<file path="src/rtl/id_ex_stage_if.sv">
// id_ex_stage_if: ID/EX bus; master drives id_*/id_valid/ex_hold/flush and reads ex_*/stall_o, slave (the stage) is the reverse
interface id_ex_stage_if #(
  parameter int DATA_W = 32,
  parameter int REG_W = 5
);
  logic id_RegDst, id_J, id_Beq, id_Bneq, id_MemRead, id_MemtoReg, id_MemWrite, id_RegWrite;
  logic [1:0] id_Alu_src;
  logic [2:0] id_Alu_op;
  logic [DATA_W-1:0] id_pc4, id_rs_data, id_rt_data;
  logic [15:0] id_imm;
  logic [REG_W-1:0] id_rs, id_rt, id_rd;
  logic id_valid, ex_hold, flush;
  logic ex_RegDst, ex_J, ex_Beq, ex_Bneq, ex_MemRead, ex_MemtoReg, ex_MemWrite, ex_RegWrite;
  logic [1:0] ex_Alu_src;
  logic [2:0] ex_Alu_op;
  logic [DATA_W-1:0] ex_pc4, ex_rs_data, ex_rt_data;
  logic [15:0] ex_imm;
  logic [REG_W-1:0] ex_rs, ex_rt, ex_rd;
  logic ex_valid, stall_o;
  modport master (
    output id_RegDst, id_J, id_Beq, id_Bneq, id_MemRead, id_MemtoReg, id_MemWrite, id_RegWrite,
    output id_Alu_src, id_Alu_op, id_pc4, id_rs_data, id_rt_data, id_imm, id_rs, id_rt, id_rd,
    output id_valid, ex_hold, flush,
    input ex_RegDst, ex_J, ex_Beq, ex_Bneq, ex_MemRead, ex_MemtoReg, ex_MemWrite, ex_RegWrite,
    input ex_Alu_src, ex_Alu_op, ex_pc4, ex_rs_data, ex_rt_data, ex_imm, ex_rs, ex_rt, ex_rd,
    input ex_valid, stall_o
  );
  modport slave (
    input id_RegDst, id_J, id_Beq, id_Bneq, id_MemRead, id_MemtoReg, id_MemWrite, id_RegWrite,
    input id_Alu_src, id_Alu_op, id_pc4, id_rs_data, id_rt_data, id_imm, id_rs, id_rt, id_rd,
    input id_valid, ex_hold, flush,
    output ex_RegDst, ex_J, ex_Beq, ex_Bneq, ex_MemRead, ex_MemtoReg, ex_MemWrite, ex_RegWrite,
    output ex_Alu_src, ex_Alu_op, ex_pc4, ex_rs_data, ex_rt_data, ex_imm, ex_rs, ex_rt, ex_rd,
    output ex_valid, stall_o
  );
endinterface

</file>
<file path="src/rtl/id_ex_stage.sv">
// id_ex_stage: ID/EX register with rst>flush>hold>load-use bubble>capture, stall_o combinational (hazard logic only under LOAD_USE_STALL_EN); ports clk, rst, p (id_ex_stage_if.slave)
module id_ex_stage #(
  parameter int DATA_W = 32,
  parameter int REG_W = 5
) (
  input logic clk,
  input logic rst,
  id_ex_stage_if.slave p
);
  localparam int W = 14 + 3 * DATA_W + 16 + 3 * REG_W;
  logic [W-1:0] id_bus, ex_bus;
  logic hazard;
  assign id_bus = {p.id_RegDst, p.id_J, p.id_Beq, p.id_Bneq, p.id_MemRead, p.id_MemtoReg,
                   p.id_MemWrite, p.id_RegWrite, p.id_Alu_src, p.id_Alu_op, p.id_pc4,
                   p.id_rs_data, p.id_rt_data, p.id_imm, p.id_rs, p.id_rt, p.id_rd, p.id_valid};
  assign {p.ex_RegDst, p.ex_J, p.ex_Beq, p.ex_Bneq, p.ex_MemRead, p.ex_MemtoReg,
          p.ex_MemWrite, p.ex_RegWrite, p.ex_Alu_src, p.ex_Alu_op, p.ex_pc4,
          p.ex_rs_data, p.ex_rt_data, p.ex_imm, p.ex_rs, p.ex_rt, p.ex_rd, p.ex_valid} = ex_bus;
`ifdef LOAD_USE_STALL_EN
  assign hazard = p.ex_valid & p.ex_MemRead & p.id_valid & (p.ex_rt != '0) &
                  ((p.ex_rt == p.id_rs) | (p.ex_rt == p.id_rt));
`else
  assign hazard = 1'b0;
`endif
  assign p.stall_o = hazard;
  always_ff @(posedge clk)
    if (rst || p.flush) ex_bus <= '0;
    else if (!p.ex_hold) ex_bus <= hazard ? '0 : id_bus;
endmodule

</file>
<file path="src/flat_wrapper.sv">
// flat-port wrapper written by rule: the top's interface ports become plain ports
module id_ex_stage_flat 
#(
  parameter int DATA_W = 32,
  parameter int REG_W = 5
)
  (clk, rst, p_id_RegDst, p_id_J, p_id_Beq, p_id_Bneq, p_id_MemRead, p_id_MemtoReg, p_id_MemWrite, p_id_RegWrite, p_id_Alu_src, p_id_Alu_op, p_id_pc4, p_id_rs_data, p_id_rt_data, p_id_imm, p_id_rs, p_id_rt, p_id_rd, p_id_valid, p_ex_hold, p_flush, p_ex_RegDst, p_ex_J, p_ex_Beq, p_ex_Bneq, p_ex_MemRead, p_ex_MemtoReg, p_ex_MemWrite, p_ex_RegWrite, p_ex_Alu_src, p_ex_Alu_op, p_ex_pc4, p_ex_rs_data, p_ex_rt_data, p_ex_imm, p_ex_rs, p_ex_rt, p_ex_rd, p_ex_valid, p_stall_o);
  id_ex_stage_if #(.DATA_W(DATA_W), .REG_W(REG_W)) p_i ();
  input logic clk;
  input logic rst;
  input wire logic [$bits(p_i.id_RegDst)-1:0] p_id_RegDst;
  input wire logic [$bits(p_i.id_J)-1:0] p_id_J;
  input wire logic [$bits(p_i.id_Beq)-1:0] p_id_Beq;
  input wire logic [$bits(p_i.id_Bneq)-1:0] p_id_Bneq;
  input wire logic [$bits(p_i.id_MemRead)-1:0] p_id_MemRead;
  input wire logic [$bits(p_i.id_MemtoReg)-1:0] p_id_MemtoReg;
  input wire logic [$bits(p_i.id_MemWrite)-1:0] p_id_MemWrite;
  input wire logic [$bits(p_i.id_RegWrite)-1:0] p_id_RegWrite;
  input wire logic [$bits(p_i.id_Alu_src)-1:0] p_id_Alu_src;
  input wire logic [$bits(p_i.id_Alu_op)-1:0] p_id_Alu_op;
  input wire logic [$bits(p_i.id_pc4)-1:0] p_id_pc4;
  input wire logic [$bits(p_i.id_rs_data)-1:0] p_id_rs_data;
  input wire logic [$bits(p_i.id_rt_data)-1:0] p_id_rt_data;
  input wire logic [$bits(p_i.id_imm)-1:0] p_id_imm;
  input wire logic [$bits(p_i.id_rs)-1:0] p_id_rs;
  input wire logic [$bits(p_i.id_rt)-1:0] p_id_rt;
  input wire logic [$bits(p_i.id_rd)-1:0] p_id_rd;
  input wire logic [$bits(p_i.id_valid)-1:0] p_id_valid;
  input wire logic [$bits(p_i.ex_hold)-1:0] p_ex_hold;
  input wire logic [$bits(p_i.flush)-1:0] p_flush;
  output wire logic [$bits(p_i.ex_RegDst)-1:0] p_ex_RegDst;
  output wire logic [$bits(p_i.ex_J)-1:0] p_ex_J;
  output wire logic [$bits(p_i.ex_Beq)-1:0] p_ex_Beq;
  output wire logic [$bits(p_i.ex_Bneq)-1:0] p_ex_Bneq;
  output wire logic [$bits(p_i.ex_MemRead)-1:0] p_ex_MemRead;
  output wire logic [$bits(p_i.ex_MemtoReg)-1:0] p_ex_MemtoReg;
  output wire logic [$bits(p_i.ex_MemWrite)-1:0] p_ex_MemWrite;
  output wire logic [$bits(p_i.ex_RegWrite)-1:0] p_ex_RegWrite;
  output wire logic [$bits(p_i.ex_Alu_src)-1:0] p_ex_Alu_src;
  output wire logic [$bits(p_i.ex_Alu_op)-1:0] p_ex_Alu_op;
  output wire logic [$bits(p_i.ex_pc4)-1:0] p_ex_pc4;
  output wire logic [$bits(p_i.ex_rs_data)-1:0] p_ex_rs_data;
  output wire logic [$bits(p_i.ex_rt_data)-1:0] p_ex_rt_data;
  output wire logic [$bits(p_i.ex_imm)-1:0] p_ex_imm;
  output wire logic [$bits(p_i.ex_rs)-1:0] p_ex_rs;
  output wire logic [$bits(p_i.ex_rt)-1:0] p_ex_rt;
  output wire logic [$bits(p_i.ex_rd)-1:0] p_ex_rd;
  output wire logic [$bits(p_i.ex_valid)-1:0] p_ex_valid;
  output wire logic [$bits(p_i.stall_o)-1:0] p_stall_o;
  assign p_i.id_RegDst = p_id_RegDst;
  assign p_i.id_J = p_id_J;
  assign p_i.id_Beq = p_id_Beq;
  assign p_i.id_Bneq = p_id_Bneq;
  assign p_i.id_MemRead = p_id_MemRead;
  assign p_i.id_MemtoReg = p_id_MemtoReg;
  assign p_i.id_MemWrite = p_id_MemWrite;
  assign p_i.id_RegWrite = p_id_RegWrite;
  assign p_i.id_Alu_src = p_id_Alu_src;
  assign p_i.id_Alu_op = p_id_Alu_op;
  assign p_i.id_pc4 = p_id_pc4;
  assign p_i.id_rs_data = p_id_rs_data;
  assign p_i.id_rt_data = p_id_rt_data;
  assign p_i.id_imm = p_id_imm;
  assign p_i.id_rs = p_id_rs;
  assign p_i.id_rt = p_id_rt;
  assign p_i.id_rd = p_id_rd;
  assign p_i.id_valid = p_id_valid;
  assign p_i.ex_hold = p_ex_hold;
  assign p_i.flush = p_flush;
  assign p_ex_RegDst = p_i.ex_RegDst;
  assign p_ex_J = p_i.ex_J;
  assign p_ex_Beq = p_i.ex_Beq;
  assign p_ex_Bneq = p_i.ex_Bneq;
  assign p_ex_MemRead = p_i.ex_MemRead;
  assign p_ex_MemtoReg = p_i.ex_MemtoReg;
  assign p_ex_MemWrite = p_i.ex_MemWrite;
  assign p_ex_RegWrite = p_i.ex_RegWrite;
  assign p_ex_Alu_src = p_i.ex_Alu_src;
  assign p_ex_Alu_op = p_i.ex_Alu_op;
  assign p_ex_pc4 = p_i.ex_pc4;
  assign p_ex_rs_data = p_i.ex_rs_data;
  assign p_ex_rt_data = p_i.ex_rt_data;
  assign p_ex_imm = p_i.ex_imm;
  assign p_ex_rs = p_i.ex_rs;
  assign p_ex_rt = p_i.ex_rt;
  assign p_ex_rd = p_i.ex_rd;
  assign p_ex_valid = p_i.ex_valid;
  assign p_stall_o = p_i.stall_o;
  id_ex_stage #(.DATA_W(DATA_W), .REG_W(REG_W)) u_core (.clk(clk), .rst(rst), .p(p_i));
endmodule
</file>
<file path="config.mk">
export PLATFORM = sky130hd
export DESIGN_NAME = id_ex_stage_flat
export DESIGN_NICKNAME = d
export VERILOG_FILES = /design/src/rtl/id_ex_stage_if.sv /design/src/rtl/id_ex_stage.sv /design/src/flat_wrapper.sv
export SDC_FILE = /design/constraint.sdc
export NUM_CORES = 1
export LEC_CHECK = 0
export CORE_MARGIN = 5
export CORE_UTILIZATION = 40
export CTS_CLUSTER_SIZE = 12
export DETAILED_ROUTE_END_ITERATION = 10
export GPL_ROUTABILITY_DRIVEN = 0
export HOLD_SLACK_MARGIN = 0.02
export PLACE_DENSITY = 0.95
export SYNTH_ARGS = -nofsm -noshare
export SYNTH_HDL_FRONTEND = slang
export SYNTH_SLANG_ARGS = --single-unit
export TNS_END_PERCENT = 10
</file>
<file path="constraint.sdc">
create_clock -name clk -period 1.4 [get_ports clk]
set_clock_uncertainty 0.05 [all_clocks]
set_input_delay 0.21 -clock clk [delete_from_list [all_inputs] [get_ports clk]]
set_output_delay 0.21 -clock clk [all_outputs]
set_load 0.005 [all_outputs]
</file>
; After elaboration in Yosys (flattened, before gate mapping)
; Cells that the tools add are included.
[totals]
input_bits = 145
wordCells = 2
regBits = 141
output_inout_bits = 142
[classes]
reduce_logical = 1
[ops]
columns = cell, count
row1 = logical OR 1 bit, 1

; Logic depth before layout (Yosys ltp)
; Gate-level depths: netlist of the first run.
[logic_depth]
ltp_word = 1
ltp_mapped = 5
ltp_nobuf = 2

; Worst setup path before layout of the first run
; Ideal clock, no wire load.
[synth_path]
path_type = input port to flip-flop
start = input port p_ex_hold
end = register u_core.ex_bus[100]
setup_slack_ns = 0.366
setup_time_ns = 0.114
cell_stages = 5
arrival_ns = 0.869
n_path_buf = 3
cell_sequence = buf_2 buf_6 buf_6 mux2i_1 nor2_1
[synth_lines]
columns = item, line_no
row1 = start: declaration, flat_wrapper.sv:29  ; input wire logic [$bits(p_i.ex_hold)-1:0] p_ex_hold;
row2 = end signal: assignment, id_ex_stage.sv:28  ; else if (!p.ex_hold) ex_bus <= hazard ? '0 : id_bus;
row3 = end: declaration, id_ex_stage.sv:11  ; logic [W-1:0] id_bus, ex_bus;

; Final worst setup path of the first run
[layout_path]
start = register u_core.ex_bus[27]
end = output port p_ex_imm[11]
[layout_lines]
columns = item, line_no
row1 = end: declaration, flat_wrapper.sv:44  ; output wire logic [$bits(p_i.ex_imm)-1:0] p_ex_imm;
; No word-level cell between the ends.

==> results.py, run 1 <==
metrics = {
    "run_status": {
        "status": "completed",
    },
    "grt": {
        "grt.overflow.total": 0,
        "grt_pass1_wl_mm": 22.9,
        "grt_max_degree": 41,
        "grt_usage_pct": 20.0,
        "grt_pass1_vias": 4552,
        "antenna_found_initial": 0,
    },
    "place": {
        "dp_hpwl_mm": 11.6,
        "dp_slack_ns": -0.0253,
        "portBuffers": 285,
        "dpl-instance-area_um2": 8060,
    },
    "logic_synthesis": {
        "syn_area_um2": 5070,
        "avgSynthCellArea_um2": 11.1,
        "ys_warn_count": 0,
        "synth_cell_types": 9,
        "ys_seq_elements": 141,
        "yosys.area.top_type": "dfxtp_1",
        "synth_area_leaders": "dfxtp_1 (56%), mux2i_1 (28%), nor2_1 (10%), buf_6 (4.7%), buf_2 (0.59%)",
        "synth_cells": 458,
        "synth_nets": 603,
        "synth_top_area_share_pct": 55.7,
        "yosysSeqAreaShare_pct": 55.7,
    },
    "layout": {
        "largest_register_ff_count": 141,
        "nets": 892,
        "final_cell_mix": "clkdlybuf4s50_1 (143), mux2i_1 (141), nor2_1 (141), dlygate4sd2_1 (141), dfxtp_1 (136)",
        "biggestRegsByFlops": "u_core.ex_bus (141)",
        "num_antenna_cells": 0,
        "area_delta_synth_final_pct": 68.0,
        "stdcell_area_um2": 8510,
        "regMostFlops": "u_core.ex_bus",
        "drive_above_1_share_pct": 7.38,
        "layout_commonest_cell": "clkdlybuf4s50_1",
    },
    "clock_network": {
        "cts-buffers-inserted": 17,
        "postCtsHoldBufs": 0,
        "cts_tree": "yes",
        "htree_num_levels": 4,
        "worstSkewPairLatency_ns": 0.40,
        "cts-root-buf": "clkbuf_16",
        "clock_path_buffers": 2,
        "numClockSinks": 141,
        "path_clk_slew_ns": 0.06,
    },
    "timing": {
        "hold_viol": 0,
        "layout_min_cycle_time_ns": 1.31,
        "fmax_mhz": 762,
        "finalCritPeriodShare_pct": 93.8,
        "grt_setup_unrepaired": "false",
        "finalMaxSlewViolations": 0,
        "fin_ws_ns": 0.0870,
        "setup_viol": 0,
    },
    "worst_setup_path": {
        "critPathMaxStageDelay_ns": 0.34,
        "path_max_fanout": 2,
        "r2r_start": "u_core.ex_bus[44]$_SDFFE_PP0N_",
        "cp_top_family": "flip-flops",
        "crit_type": "flop to output port",
        "critPathSlowestCell": "dfxtp_1",
        "worstPathArrival_ns": 1.05,
        "reg2reg_slack_ns": 0.64,
        "path_cells": "dlygate4sd2_1",
        "endpoint_kind": "output port",
        "critPathRequiredTime_ns": 1.14,
        "r2r_end": "u_core.ex_bus[44]$_SDFFE_PP0N_",
        "cp-start-kind": "flop",
        "cp_num_buf_inv": 1,
        "reg2reg_depth": 2,
    },
    "floorplanning": {
        "placementRows": 41,
        "num_io_pins": 287,
        "core_area_um2": 12500,
        "die_h_um": 123,
        "fp.dieW_um": 123,
        "initial_core_util_pct": 40.5,
        "die_area_um2": 15000,
    },
    "route": {
        "avgRoutedWirePerCell_um": 16.4,
        "vias": 4269,
        "drt_pass1_iterations": 4,
        "drt-total-wl_mm": 15.3,
        "drtIter0Drc": 125,
        "post_drt_via_cell_ratio": 4.59,
        "drc_errors": 0,
        "ant_nets": 0,
    },
    "power": {
        "ir_drop_uv": 879,
        "p_leak_nw": 4.26,
        "power.density_nw_per_um2": 1180,
    },
    "job": {
        "max_cap_viol_count": 0,
    },
    "worst_hold_path": {
        "hp-start": "p_ex_hold",
        "hold_class": "input port to flop",
        "worstHoldPathCells": 3,
        "holdPathEnd": "u_core.ex_bus[128]$_SDFFE_PP0N_",
    },
}
## kinds of logic after synthesis
kind of cell | Yosys count | share of synthesized area [%]
flip-flops | 141 | 55.7
AND/OR/NAND/NOR | 142 | 10.6
multiplexers | 141 | 27.9
other | 1 | 0.0740
buffers and inverters | 33 | 5.78
## cell type report
cell class	count	area, um^2
repair buffers	303	2890
well taps	172	215
fillers	970	4010
flip-flops and latches	141	2830
clock buffers	22	494
multi-input cells	284	1950
clock inverters	9	133
## layer usage
layer	global-route usage (%)	wire length (um)	vias up
met5	0	0	-
met4	5.95	199	0
met3	11.2	1910	20
met2	36.0	7690	206
met1	19.5	5510	1953
li1	-	-	2090
## what timing repair did
action	in CTS	in global routing
buffers inserted	0	0
gates resized for setup	146	0
endpoints found under the setup margin	141	0
## synth_stat cells (all sizes together)
library cell and number:
conb 1, nor2 141, buf 28, clkbuf 5, dfxtp 141, or2 1, mux2i 141
## worst max path at each step
stage,cells after the start,slack (ns),start,end
after floorplan,5,0.37,p_ex_hold,u_core.ex_bus[100]$_SDFFE_PP0N_
after global placement,4,0.02,rst,u_core.ex_bus[108]$_SDFFE_PP0N_
after detailed placement,4,-0.03,p_flush,u_core.ex_bus[6]$_SDFFE_PP0N_
after CTS,1,0.05,u_core.ex_bus[27]$_SDFFE_PP0N_,p_ex_imm[11]
after global routing,1,0.03,u_core.ex_bus[27]$_SDFFE_PP0N_,p_ex_imm[11]
final,1,0.09,u_core.ex_bus[27]$_SDFFE_PP0N_,p_ex_imm[11]
## per-stage QoR
| step | cells | TNS [ns] | total power, mW | hold slack, ns | util (%) |
|---|---|---|---|---|---|
| floorplan | 458 | 0 | 4.78 | 0.304 | - |
| global placement | 900 | 0 | 5.50 | 0.422 | 64.4 |
| detailed placement | 900 | -0.122 | 5.54 | 0.432 | 64.4 |
| CTS | 931 | 0 | 10.2 | 0.164 | 68.0 |
| global route | 931 | 0 | 10.5 | 0.183 | 68.0 |
| finish | 931 | 0 | 10.1 | 0.177 | 68.0 |
## power by group
| group | switching, mW | internal [mW] |
|---|---|---|
| sequential | 0.0632 | 4.15 |
| combinational | 0.421 | 0.723 |
| clock | 1.67 | 3.03 |
Power figures use the tool's default switching activity.
==> run 2: changes to the inputs <==
--- a/config.mk
+++ b/config.mk
@@ -7,11 +7,11 @@
 export LEC_CHECK = 0
 export CORE_MARGIN = 5
 export CORE_UTILIZATION = 40
-export CTS_CLUSTER_SIZE = 12
 export DETAILED_ROUTE_END_ITERATION = 10
+export DONT_BUFFER_PORTS = 1
 export GPL_ROUTABILITY_DRIVEN = 0
 export HOLD_SLACK_MARGIN = 0.02
-export PLACE_DENSITY = 0.95
+export PLACE_DENSITY = 0.66
 export SYNTH_ARGS = -nofsm -noshare
 export SYNTH_HDL_FRONTEND = slang
 export SYNTH_SLANG_ARGS = --single-unit
==> results.py, run 2 <==
metrics = {
    "clock_network": {
        "post_cts_resized": 0,
        "htree_num_levels": 4,
        "cts-buffers-inserted": 17,
        "numClockSinks": 141,
        "clock_path_buffers": 2,
        "postCtsHoldBufs": 128,
        "post_cts_buffers": 0,
        "cts-root-buf": "clkbuf_16",
    },
    "run_status": {
        "firstError": "[ERROR RSZ-0060] Max buffer count reached.",
        "lastStage": "clock tree synthesis (4_1_cts)",
        "status": "did not finish",
    },
    "logic_synthesis": {
        "synth_area_leaders": "dfxtp_1 (56%), mux2i_1 (28%), nor2_1 (10%), buf_6 (4.7%), buf_2 (0.59%)",
        "synth_top_family_by_area": "multiplexers",
        "synth_cell_types": 9,
        "synth_xor_area_share_pct": 0,
        "yosysSeqAreaShare_pct": 55.7,
        "syn_area_um2": 5070,
        "synth_top_area_share_pct": 55.7,
        "synth_compound_area_share_pct": 0,
        "synth_cells": 458,
        "synth_top_flop_cell": "dfxtp_1",
        "synth_mux_area_share_pct": 27.9,
        "synth_nets": 603,
        "ys_seq_elements": 141,
        "yosys.area_share.adder_pct": 0,
        "yosys.area.top_type": "dfxtp_1",
        "ys_warn_count": 0,
        "ys_top_cells_by_count": "dfxtp_1 (141), mux2i_1 (141), nor2_1 (141)",
        "synth_edf_count": 0,
        "async_flop_share_pct": 0,
        "avgSynthCellArea_um2": 11.1,
        "yosys.area_share.simple_pct": 10.6,
    },
    "floorplanning": {
        "num_io_pins": 287,
        "initial_core_util_pct": 40.5,
        "placementRows": 41,
        "die_h_um": 123,
        "fp.dieW_um": 123,
    },
    "place": {
        "dp_slack_ns": 0.268,
        "dp_hpwl_mm": 8.12,
        "portBuffers": 0,
    },
}
run 2: cells by family after synthesis:
| group | Yosys count |
|---|---|
| flip-flops | 141 |
| AND/OR/NAND/NOR | 142 |
| multiplexers | 141 |
| other | 1 |
| buffers and inverters | 33 |
run 2: through the flow:
stage	hold WS (ns)	cells	instance area, um^2
3_5_place_dp	0.313	598	5010
3_3_place_gp	0.305	598	5010
2_1_floorplan	0.304	458	5070
==> run 3: changes to the inputs <==
--- a/config.mk
+++ b/config.mk
@@ -6,12 +6,11 @@
 export NUM_CORES = 1
 export LEC_CHECK = 0
 export CORE_MARGIN = 5
-export CORE_UTILIZATION = 40
+export CORE_UTILIZATION = 25
 export DETAILED_ROUTE_END_ITERATION = 10
 export DONT_BUFFER_PORTS = 1
 export GPL_ROUTABILITY_DRIVEN = 0
-export HOLD_SLACK_MARGIN = 0.02
-export PLACE_DENSITY = 0.66
+export PLACE_DENSITY_LB_ADDON = 0.15
 export SYNTH_ARGS = -nofsm -noshare
 export SYNTH_HDL_FRONTEND = slang
 export SYNTH_SLANG_ARGS = --single-unit
==> results.py, run 3 <==
metrics = {
    "clock_network": {
        "post_cts_resized": 0,
        "cts-buffers-inserted": 17,
        "postCtsHoldBufs": 146,
        "post_cts_buffers": 0,
        "htree_num_levels": 4,
        "cts-root-buf": "clkbuf_16",
        "clock_path_buffers": 2,
        "numClockSinks": 141,
    },
    "logic_synthesis": {
        "synth_nets": 603,
        "synth_cells": 458,
        "yosysSeqAreaShare_pct": 55.7,
        "ys_warn_count": 0,
        "avgSynthCellArea_um2": 11.1,
        "synth_top_area_share_pct": 55.7,
        "synth_area_leaders": "dfxtp_1 (56%), mux2i_1 (28%), nor2_1 (10%), buf_6 (4.7%), buf_2 (0.59%)",
        "ys_top_cells_by_count": "dfxtp_1 (141), mux2i_1 (141), nor2_1 (141)",
        "synth_cell_types": 9,
        "synth_top_flop_cell": "dfxtp_1",
        "yosys.area.top_type": "dfxtp_1",
        "async_flop_share_pct": 0,
        "syn_area_um2": 5070,
        "ys_seq_elements": 141,
        "synth_edf_count": 0,
    },
    "floorplanning": {
        "fp.dieW_um": 152,
        "die_h_um": 152,
        "num_io_pins": 287,
        "placementRows": 52,
        "initial_core_util_pct": 25.2,
    },
    "run_status": {
        "status": "did not finish",
        "lastStage": "clock tree synthesis (4_1_cts)",
        "firstError": "[ERROR RSZ-0060] Max buffer count reached.",
    },
    "place": {
        "dp_hpwl_mm": 8.59,
        "portBuffers": 0,
    },
}
run 3: cell counts after synthesis:
No cell type changed its count.
run 3: stage by stage:
stage / hold WS, ns / cell area, um^2 / std cells / worst slack (ns)
after global placement: 0.305 / 5150 / 697 / 0.449
after floorplan: 0.304 / 5070 / 458 / 0.366
after detailed placement: 0.312 / 5150 / 697 / 0.427
run 3: cell families after synthesis:
| family | count (synthesis) | synth area share, % |
|---|---|---|
| DFF | 141 | 55.7 |
| other | 1 | 0.0740 |
| buffers and inverters | 33 | 5.78 |
| and+or+nand+nor | 142 | 10.6 |
| muxes | 141 | 27.9 |
